[src/rtl/serial_mag_compare_ctrl_if.sv]
// Start/done handshake bundle for the serial magnitude comparator.
// The master drives the request and operands; the slave returns status and result.
interface serial_mag_compare_ctrl_if #(
  parameter int WIDTH = 4,
  parameter int CNTW  = 3
);
  logic             start;
  logic [WIDTH-1:0] a;
  logic [WIDTH-1:0] b;
  logic             ready;
  logic             done;
  logic             less;
  logic             equal;
  logic             greater;
  logic [CNTW-1:0]  steps;

  modport master (
    output start, a, b,
    input  ready, done, less, equal, greater, steps
  );

  modport slave (
    input  start, a, b,
    output ready, done, less, equal, greater, steps
  );
endinterface

[src/rtl/serial_mag_compare_ctrl.sv]
// Bit-serial unsigned magnitude comparator: walks the operands MSB-first through one
// shared 1-bit compare and stops at the first differing bit.
module serial_mag_compare_ctrl #(
  parameter int WIDTH = 4,
  parameter int CNTW  = 3
) (
  input  logic                      clk,
  input  logic                      rst,
  serial_mag_compare_ctrl_if.slave  bus
);

  typedef enum logic [1:0] {
    S_IDLE    = 2'd0,
    S_COMPARE = 2'd1,
    S_DONE    = 2'd2
  } state_t;

  state_t           state_q, state_d;
  logic [WIDTH-1:0] a_q, a_d;
  logic [WIDTH-1:0] b_q, b_d;
  logic [CNTW-1:0]  idx_q, idx_d;
  logic [CNTW-1:0]  steps_q, steps_d;
  logic             ready_q, ready_d;
  logic             done_q, done_d;
  logic             less_q, less_d;
  logic             equal_q, equal_d;
  logic             greater_q, greater_d;

  logic             abit_s;
  logic             bbit_s;

  // A mask-and-reduce picks the current bit without an index narrower than idx_q.
  assign abit_s = |(a_q & (WIDTH'(1) << idx_q));
  assign bbit_s = |(b_q & (WIDTH'(1) << idx_q));

  // Next-state and next-output logic for the IDLE/COMPARE/DONE sequence.
  always_comb begin
    state_d   = state_q;
    a_d       = a_q;
    b_d       = b_q;
    idx_d     = idx_q;
    steps_d   = steps_q;
    ready_d   = ready_q;
    done_d    = 1'b0;
    less_d    = less_q;
    equal_d   = equal_q;
    greater_d = greater_q;
    case (state_q)
      S_IDLE: begin
        if (bus.start) begin
          a_d       = bus.a;
          b_d       = bus.b;
          idx_d     = CNTW'(WIDTH - 1);
          steps_d   = {CNTW{1'b0}};
          less_d    = 1'b0;
          equal_d   = 1'b0;
          greater_d = 1'b0;
          ready_d   = 1'b0;
          state_d   = S_COMPARE;
        end else begin
          ready_d   = 1'b1;
        end
      end
      S_COMPARE: begin
        ready_d = 1'b0;
        steps_d = steps_q + CNTW'(1);
        if (!abit_s && bbit_s) begin
          less_d  = 1'b1;
          done_d  = 1'b1;
          state_d = S_DONE;
        end else if (abit_s && !bbit_s) begin
          greater_d = 1'b1;
          done_d    = 1'b1;
          state_d   = S_DONE;
        end else if (idx_q == CNTW'(0)) begin
          equal_d = 1'b1;
          done_d  = 1'b1;
          state_d = S_DONE;
        end else begin
          idx_d = idx_q - CNTW'(1);
        end
      end
      S_DONE: begin
        ready_d = 1'b1;
        state_d = S_IDLE;
      end
      default: begin
        ready_d = 1'b1;
        state_d = S_IDLE;
      end
    endcase
  end

  // State, operand and output registers; reset discards any comparison in flight.
  always_ff @(posedge clk or posedge rst) begin
    if (rst) begin
      state_q   <= S_IDLE;
      a_q       <= {WIDTH{1'b0}};
      b_q       <= {WIDTH{1'b0}};
      idx_q     <= {CNTW{1'b0}};
      steps_q   <= {CNTW{1'b0}};
      ready_q   <= 1'b1;
      done_q    <= 1'b0;
      less_q    <= 1'b0;
      equal_q   <= 1'b0;
      greater_q <= 1'b0;
    end else begin
      state_q   <= state_d;
      a_q       <= a_d;
      b_q       <= b_d;
      idx_q     <= idx_d;
      steps_q   <= steps_d;
      ready_q   <= ready_d;
      done_q    <= done_d;
      less_q    <= less_d;
      equal_q   <= equal_d;
      greater_q <= greater_d;
    end
  end

  assign bus.ready   = ready_q;
  assign bus.done    = done_q;
  assign bus.less    = less_q;
  assign bus.equal   = equal_q;
  assign bus.greater = greater_q;
  assign bus.steps   = steps_q;

endmodule
[src/flat_wrapper.sv]
// flat-port wrapper written by rule: the top's interface ports become plain ports
module serial_mag_compare_ctrl_flat 
#(
  parameter int WIDTH = 4,
  parameter int CNTW  = 3
)
  (clk, rst, bus_start, bus_a, bus_b, bus_ready, bus_done, bus_less, bus_equal, bus_greater, bus_steps);
  serial_mag_compare_ctrl_if #(.WIDTH(WIDTH), .CNTW(CNTW)) bus_i ();
  input  logic clk;
  input  logic rst;
  input wire logic [$bits(bus_i.start)-1:0] bus_start;
  input wire logic [$bits(bus_i.a)-1:0] bus_a;
  input wire logic [$bits(bus_i.b)-1:0] bus_b;
  output wire logic [$bits(bus_i.ready)-1:0] bus_ready;
  output wire logic [$bits(bus_i.done)-1:0] bus_done;
  output wire logic [$bits(bus_i.less)-1:0] bus_less;
  output wire logic [$bits(bus_i.equal)-1:0] bus_equal;
  output wire logic [$bits(bus_i.greater)-1:0] bus_greater;
  output wire logic [$bits(bus_i.steps)-1:0] bus_steps;
  assign bus_i.start = bus_start;
  assign bus_i.a = bus_a;
  assign bus_i.b = bus_b;
  assign bus_ready = bus_i.ready;
  assign bus_done = bus_i.done;
  assign bus_less = bus_i.less;
  assign bus_equal = bus_i.equal;
  assign bus_greater = bus_i.greater;
  assign bus_steps = bus_i.steps;
  serial_mag_compare_ctrl #(.WIDTH(WIDTH), .CNTW(CNTW)) u_core (.clk(clk), .rst(rst), .bus(bus_i));
endmodule
[config.mk]
export PLATFORM = sky130hd
export DESIGN_NAME = serial_mag_compare_ctrl_flat
export DESIGN_NICKNAME = d
export VERILOG_FILES = /design/src/rtl/serial_mag_compare_ctrl_if.sv /design/src/rtl/serial_mag_compare_ctrl.sv /design/src/flat_wrapper.sv
export SDC_FILE = /design/constraint.sdc
export NUM_CORES = 1
export LEC_CHECK = 0
export BUFFER_PORTS_ARGS = -buffer_cell sky130_fd_sc_hd__buf_2
export CORE_MARGIN = 2
export CORE_UTILIZATION = 55
export DETAILED_ROUTE_END_ITERATION = 6
export PLACE_DENSITY = 0.86
export SLEW_MARGIN = 20
export SYNTH_ARGS = -nofsm -noshare
export SYNTH_HDL_FRONTEND = slang
export SYNTH_SLANG_ARGS = --single-unit
export TNS_END_PERCENT = 30
[constraint.sdc]
create_clock -name clk -period 5.1 [get_ports clk]
set_input_delay 0 -clock clk [delete_from_list [all_inputs] [get_ports clk]]
set_output_delay 0 -clock clk [all_outputs]
set_load 0.005 [all_outputs]
# Yosys cells after proc, flatten, opt, wreduce, memory -nomap -nowiden
# Cells that the tools add are included.
# op_classes
n_eq_ne,9
n_bitwise,2
muxes,28
shift,1
reduce_logical,16
addsub,2
# op_table
op,count
3-bit two-way mux,5
1-bit two-way mux,12
3-bit case mux with 2 select lines,2
5-bit AND reduction,2
4-bit AND,2
2-bit two-way mux,4
2-bit != test (second input constant),4
1-bit case mux with 2 select lines,4
4-bit OR reduction,2
2-bit by 1-bit != test with 1-bit output (second input constant),3
2-bit AND reduction,3
4-bit by 1-bit != test with 1-bit output (second input constant),1
2-bit case mux with 2 select lines,1
4-bit AND reduction,1
1-bit by 3-bit << shifter with 4-bit output (first input constant),1
3-bit by 1-bit adder with 3-bit output (second input constant),1
3-bit logical NOT,1
3-bit AND reduction,1
3-bit by 1-bit subtractor with 3-bit output (second input constant),1
2-bit by 1-bit == test with 1-bit output (second input constant),1
1-bit logical AND,2
1-bit logical NOT,2
2-bit logical NOT,1
2-bit nonzero test,1
# totals
regBits,21
output_inout_bits,8

# Longest topological paths before layout
# logic_depth
ltp_word,8
ltp_mapped,9
ltp_nobuf,9

# Least setup slack after synthesis
# OpenSTA, ideal clock, no wires.
# synth_timing
kind,reg-to-reg
startpoint,register u_core.idx_q[0]
endpoint,register u_core.idx_q[1]
path_stages_with_launch,10
arrival_time_ps,1757
setup_time_ps,94
n_path_buf,0
path_slack_ps,3249
path_cell_list,dfrtp_1 > inv_1 > ha_1 > a22oi_1 > a21oi_1 > inv_1 > ha_1 > nor2_1 > a211oi_1 > a211oi_1
# synth_via
elab_chain_cells,7
# synth_lines
item,line,text
start: declaration,serial_mag_compare_ctrl.sv:21,"logic [CNTW-1:0] idx_q, idx_d;"
start signal: assignment,serial_mag_compare_ctrl.sv:100,idx_q <= {CNTW{1'b0}};
start signal: assignment,serial_mag_compare_ctrl.sv:111,idx_q <= idx_d;
"parallel branches: the longest is 7 deep, another holds 3-bit by 1-bit subtractor with 3-bit output",--,
# Parallel ways; which one is timed is not known. The select of a mux whose other input is x is not followed.
# A chain may end at the register's enable or synchronous reset.

# Worst setup path in the final report
# Same ends and word-level chain as after synthesis.

==> impl_metrics.py <==
metrics = {
    "clock_network": {
        "clock_latency_ns": 0.31,
        "tritoncts": "yes",
        "cts_sinks": 21,
        "cts_buffers": 3,
        "cts_max_level": 1,
        "cts_root_buf": "clkbuf_4",
        "clockBufferDepth": 2,
        "clk_pin_slew_ns": 0.12,
    },
    "power_and_ir_drop": {
        "clkPwrFrac_pct": 11.4,
        "switchingPower_uw": 283,
        "p_comb_share_pct": 47.4,
        "max-vdd-ir-drop_uv": 326,
        "power_density_nw_per_um2": 565,
        "power.total_uw": 723,
        "p_int_uw": 440,
        "switching_share_pct": 39.1,
        "power_leakage_nw": 0.647,
        "seqPwrFrac_pct": 41.3,
    },
    "die": {
        "die_h_um": 47.8,
        "die_x_um": 47.8,
        "core_sq_um": 1760,
        "ios": 19,
        "start_util_pct": 59.8,
        "rows": 15,
        "die_area_sq_um": 2280,
    },
    "worst_setup_path": {
        "critPathMaxStageDelay_ns": 0.44,
        "slowest_stage": "dfrtp_1",
        "r2r_cells": 9,
        "path_delay_family": "compound AO/OA/AOI/OAI gates",
        "crit_type": "register to register",
        "reg2reg_from": "u_core.idx_q[0]$_DFFE_PP0P_",
        "cp_num_buf_inv": 2,
        "crit_path_max_fanout": 6,
        "crit_chain": "inv_1 -> ha_1 -> a22oi_1 -> a21oi_1 -> inv_1 -> ha_1 -> nor2_1 -> a211oi_1 -> a211oi_1",
        "r2r-end": "u_core.idx_q[1]$_DFFE_PP0P_",
        "worstPathArrival_ns": 2.52,
        "critPathCaptureType": "register",
        "regToRegSetupSlack_ns": 2.79,
        "required_ns": 5.31,
        "crit_path_start_kind": "register",
        "cp.depth": 9,
    },
    "grt": {
        "antenna_found_initial": 0,
        "grt_pass1_vias": 765,
        "grt_use_total_pct": 24.8,
        "grt_max_degree": 22,
        "grt_pass1_wl_um": 3590,
        "grt_overflow": 0,
    },
    "finish": {
        "layout.cells.non_filler": 141,
        "mostFrequentLayoutCells": "dfrtp_1 (20), buf_2 (18), dlygate4sd3_1 (10)",
        "diodes": 0,
        "drive_gt1_share_pct": 27.6,
        "multi_input_area_sq_um": 479,
        "final_common_cell": "dfrtp_1",
        "seq_area_sq_um": 527,
        "area_growth_pct": 21.4,
        "n_fill_cell": 136,
        "nNetsFinal": 136,
        "finish.utilization_pct": 72.6,
        "final_area_sq_um": 1280,
    },
    "flow_run": {
        "maxCapViolations": 0,
    },
    "yosys": {
        "postSynthAreaPerCell_sq_um": 12.1,
        "syn_area_sq_um": 1050,
        "synthCells": 87,
        "synth_cell_types": 25,
        "yosysSeqAreaShare_pct": 49.9,
        "synth_seq_cells": 21,
        "yosysWarnings": 0,
        "synth_nets": 106,
    },
    "placed_design": {
        "dp_hpwl_um": 1430,
        "dpl-instance-area_sq_um": 1150,
        "gp_congestion": 0.846,
        "place_ws_ns": 2.89,
        "dp.cells": 127,
        "io_buffer_count": 18,
    },
    "detailed_routing": {
        "drtIter0Drc": 6,
        "via_per_inst": 5.35,
        "first_pass_iters": 4,
        "dr_total_vias": 754,
        "ant_nets": 0,
        "drcViolationCount": 0,
        "wl_per_cell_um": 15.3,
        "wirelength_um": 2160,
    },
    "sta": {
        "hold_viol": 0,
        "finalMaxSlewViolations": 0,
        "fmax_mhz": 434,
        "post-route-period-util_pct": 45.2,
        "setup_ws_ns": 2.79,
        "skew_ns": 0.000752,
        "rsz0062_at_grt": "false",
        "finalSetupTns_ns": 0,
        "whs_ns": 0.362,
        "slew_headroom_pct": 47.9,
        "tightest_slew_ns": 0.780,
        "setup_viol": 0,
        "finalCriticalPeriod_ns": 2.31,
    },
    "min_path": {
        "min_path_type": "primary input to asynchronous set/reset pin",
    },
    "run_status": {
        "run_status": "complete, no violations",
    },
}
==> state kept, by name, indices dropped and copies added (netlist names) <==
name,count
u_core.a_q,4
u_core.bus.ready,1
u_core.bus.done,1
u_core.bus.steps,3
u_core.bus.greater,1
u_core.idx_q,3
u_core.bus.less,1
u_core.bus.equal,1
u_core.state_q,2
u_core.b_q,4
==> final cells by class <==
cell class | count | area share (%)
Multi-Input combinational cell | 57 | 37.4
Inverter | 6 | 1.76
Sequential cell | 21 | 41.2
Tap cell | 25 | 2.44
Clock buffer | 3 | 1.76
Clock inverter | 1 | 0.587
Timing Repair Buffer | 28 | 14.9
==> kinds of logic after synthesis <==
group                    after synthesis  synth area share (%)
AO/OA/AOI/OAI                         22                  13.8
adder cells (fa/ha/maj)                8                  9.49
buffers and inverters                  9                  4.63
flip-flops                            21                  49.9
multiplexers                          10                  13.3
AND/OR/NAND/NOR                       17                  8.90
==> power groups by stage <==
stage | Combinational, mW | Clock (mW) | Sequential (mW)
after floorplan | 0.270 | 0 | 0.281
after global placement | 0.315 | 0 | 0.294
after detailed placement | 0.331 | 0 | 0.298
after CTS | 0.339 | 0.0871 | 0.296
after global routing | 0.389 | 0.0964 | 0.307
final | 0.342 | 0.0822 | 0.298
==> what timing repair did <==
action,4_1_cts,5_1_grt
resized for setup,0,0
hold endpoints to repair,30,0
hold buffers,10,0
buffers inserted,0,0
==> worst reg2reg max path: cells and delay by family, from the launching register on <==
kind / cells / cell delay [ns]
adder cells (fa/ha/maj): 2 / 0.47
flip-flops: 1 / 0.44
AO/OA/AOI/OAI: 4 / 0.78
buffers and inverters: 2 / 0.23
AND/OR/NAND/NOR: 1 / 0.31
==> per-layer routing <==
metal	part of all wire (%)	GRT usage, %	vias up
li1	-	-	368
met1	45	29.9	350
met2	45	36.3	23
met3	4.0	8.68	13
met4	6.2	18.9	0
met5	0	0	-
==> synth_stat cells, drive strengths merged <==
| library cell | instances | area share (%) |
|---|---|---|
| dfrtp | 20 | 47 |
| a21oi | 9 | 4.3 |
| ha | 8 | 9.5 |
| mux2 | 8 | 11 |
| inv | 6 | 2.1 |
| nor2 | 5 | 1.8 |
| a22oi | 4 | 2.8 |
| nand2b | 4 | 2.4 |
| a22o | 3 | 2.5 |
| a211oi | 2 | 1.4 |
| buf | 2 | 2.1 |
| mux2i | 2 | 1.9 |
| nand2 | 2 | 0.71 |
| a31o | 1 | 0.83 |
| and4 | 1 | 0.83 |
| clkbuf | 1 | 0.36 |
| dfstp | 1 | 2.5 |
| nand3 | 1 | 0.47 |
| nand4 | 1 | 0.59 |
| nor2b | 1 | 0.59 |
| o21ai | 1 | 0.47 |
| o21bai | 1 | 0.71 |
| o31ai | 1 | 0.71 |
| or2b | 1 | 0.71 |
| or3b | 1 | 0.83 |
==> worst max-delay path by stage <==
stage | endpoint | slack [ns] | start
global route | u_core.idx_q[1]$_DFFE_PP0P_ | 2.61 | u_core.idx_q[0]$_DFFE_PP0P_
detailed placement | u_core.idx_q[1]$_DFFE_PP0P_ | 2.89 | u_core.idx_q[0]$_DFFE_PP0P_
CTS | u_core.idx_q[1]$_DFFE_PP0P_ | 2.84 | u_core.idx_q[0]$_DFFE_PP0P_
global placement | u_core.idx_q[1]$_DFFE_PP0P_ | 3.05 | u_core.idx_q[0]$_DFFE_PP0P_
finish | u_core.idx_q[1]$_DFFE_PP0P_ | 2.79 | u_core.idx_q[0]$_DFFE_PP0P_
floorplan | u_core.idx_q[1]$_DFFE_PP0P_ | 3.25 | u_core.idx_q[0]$_DFFE_PP0P_
(Power assumes the default switching activity.)
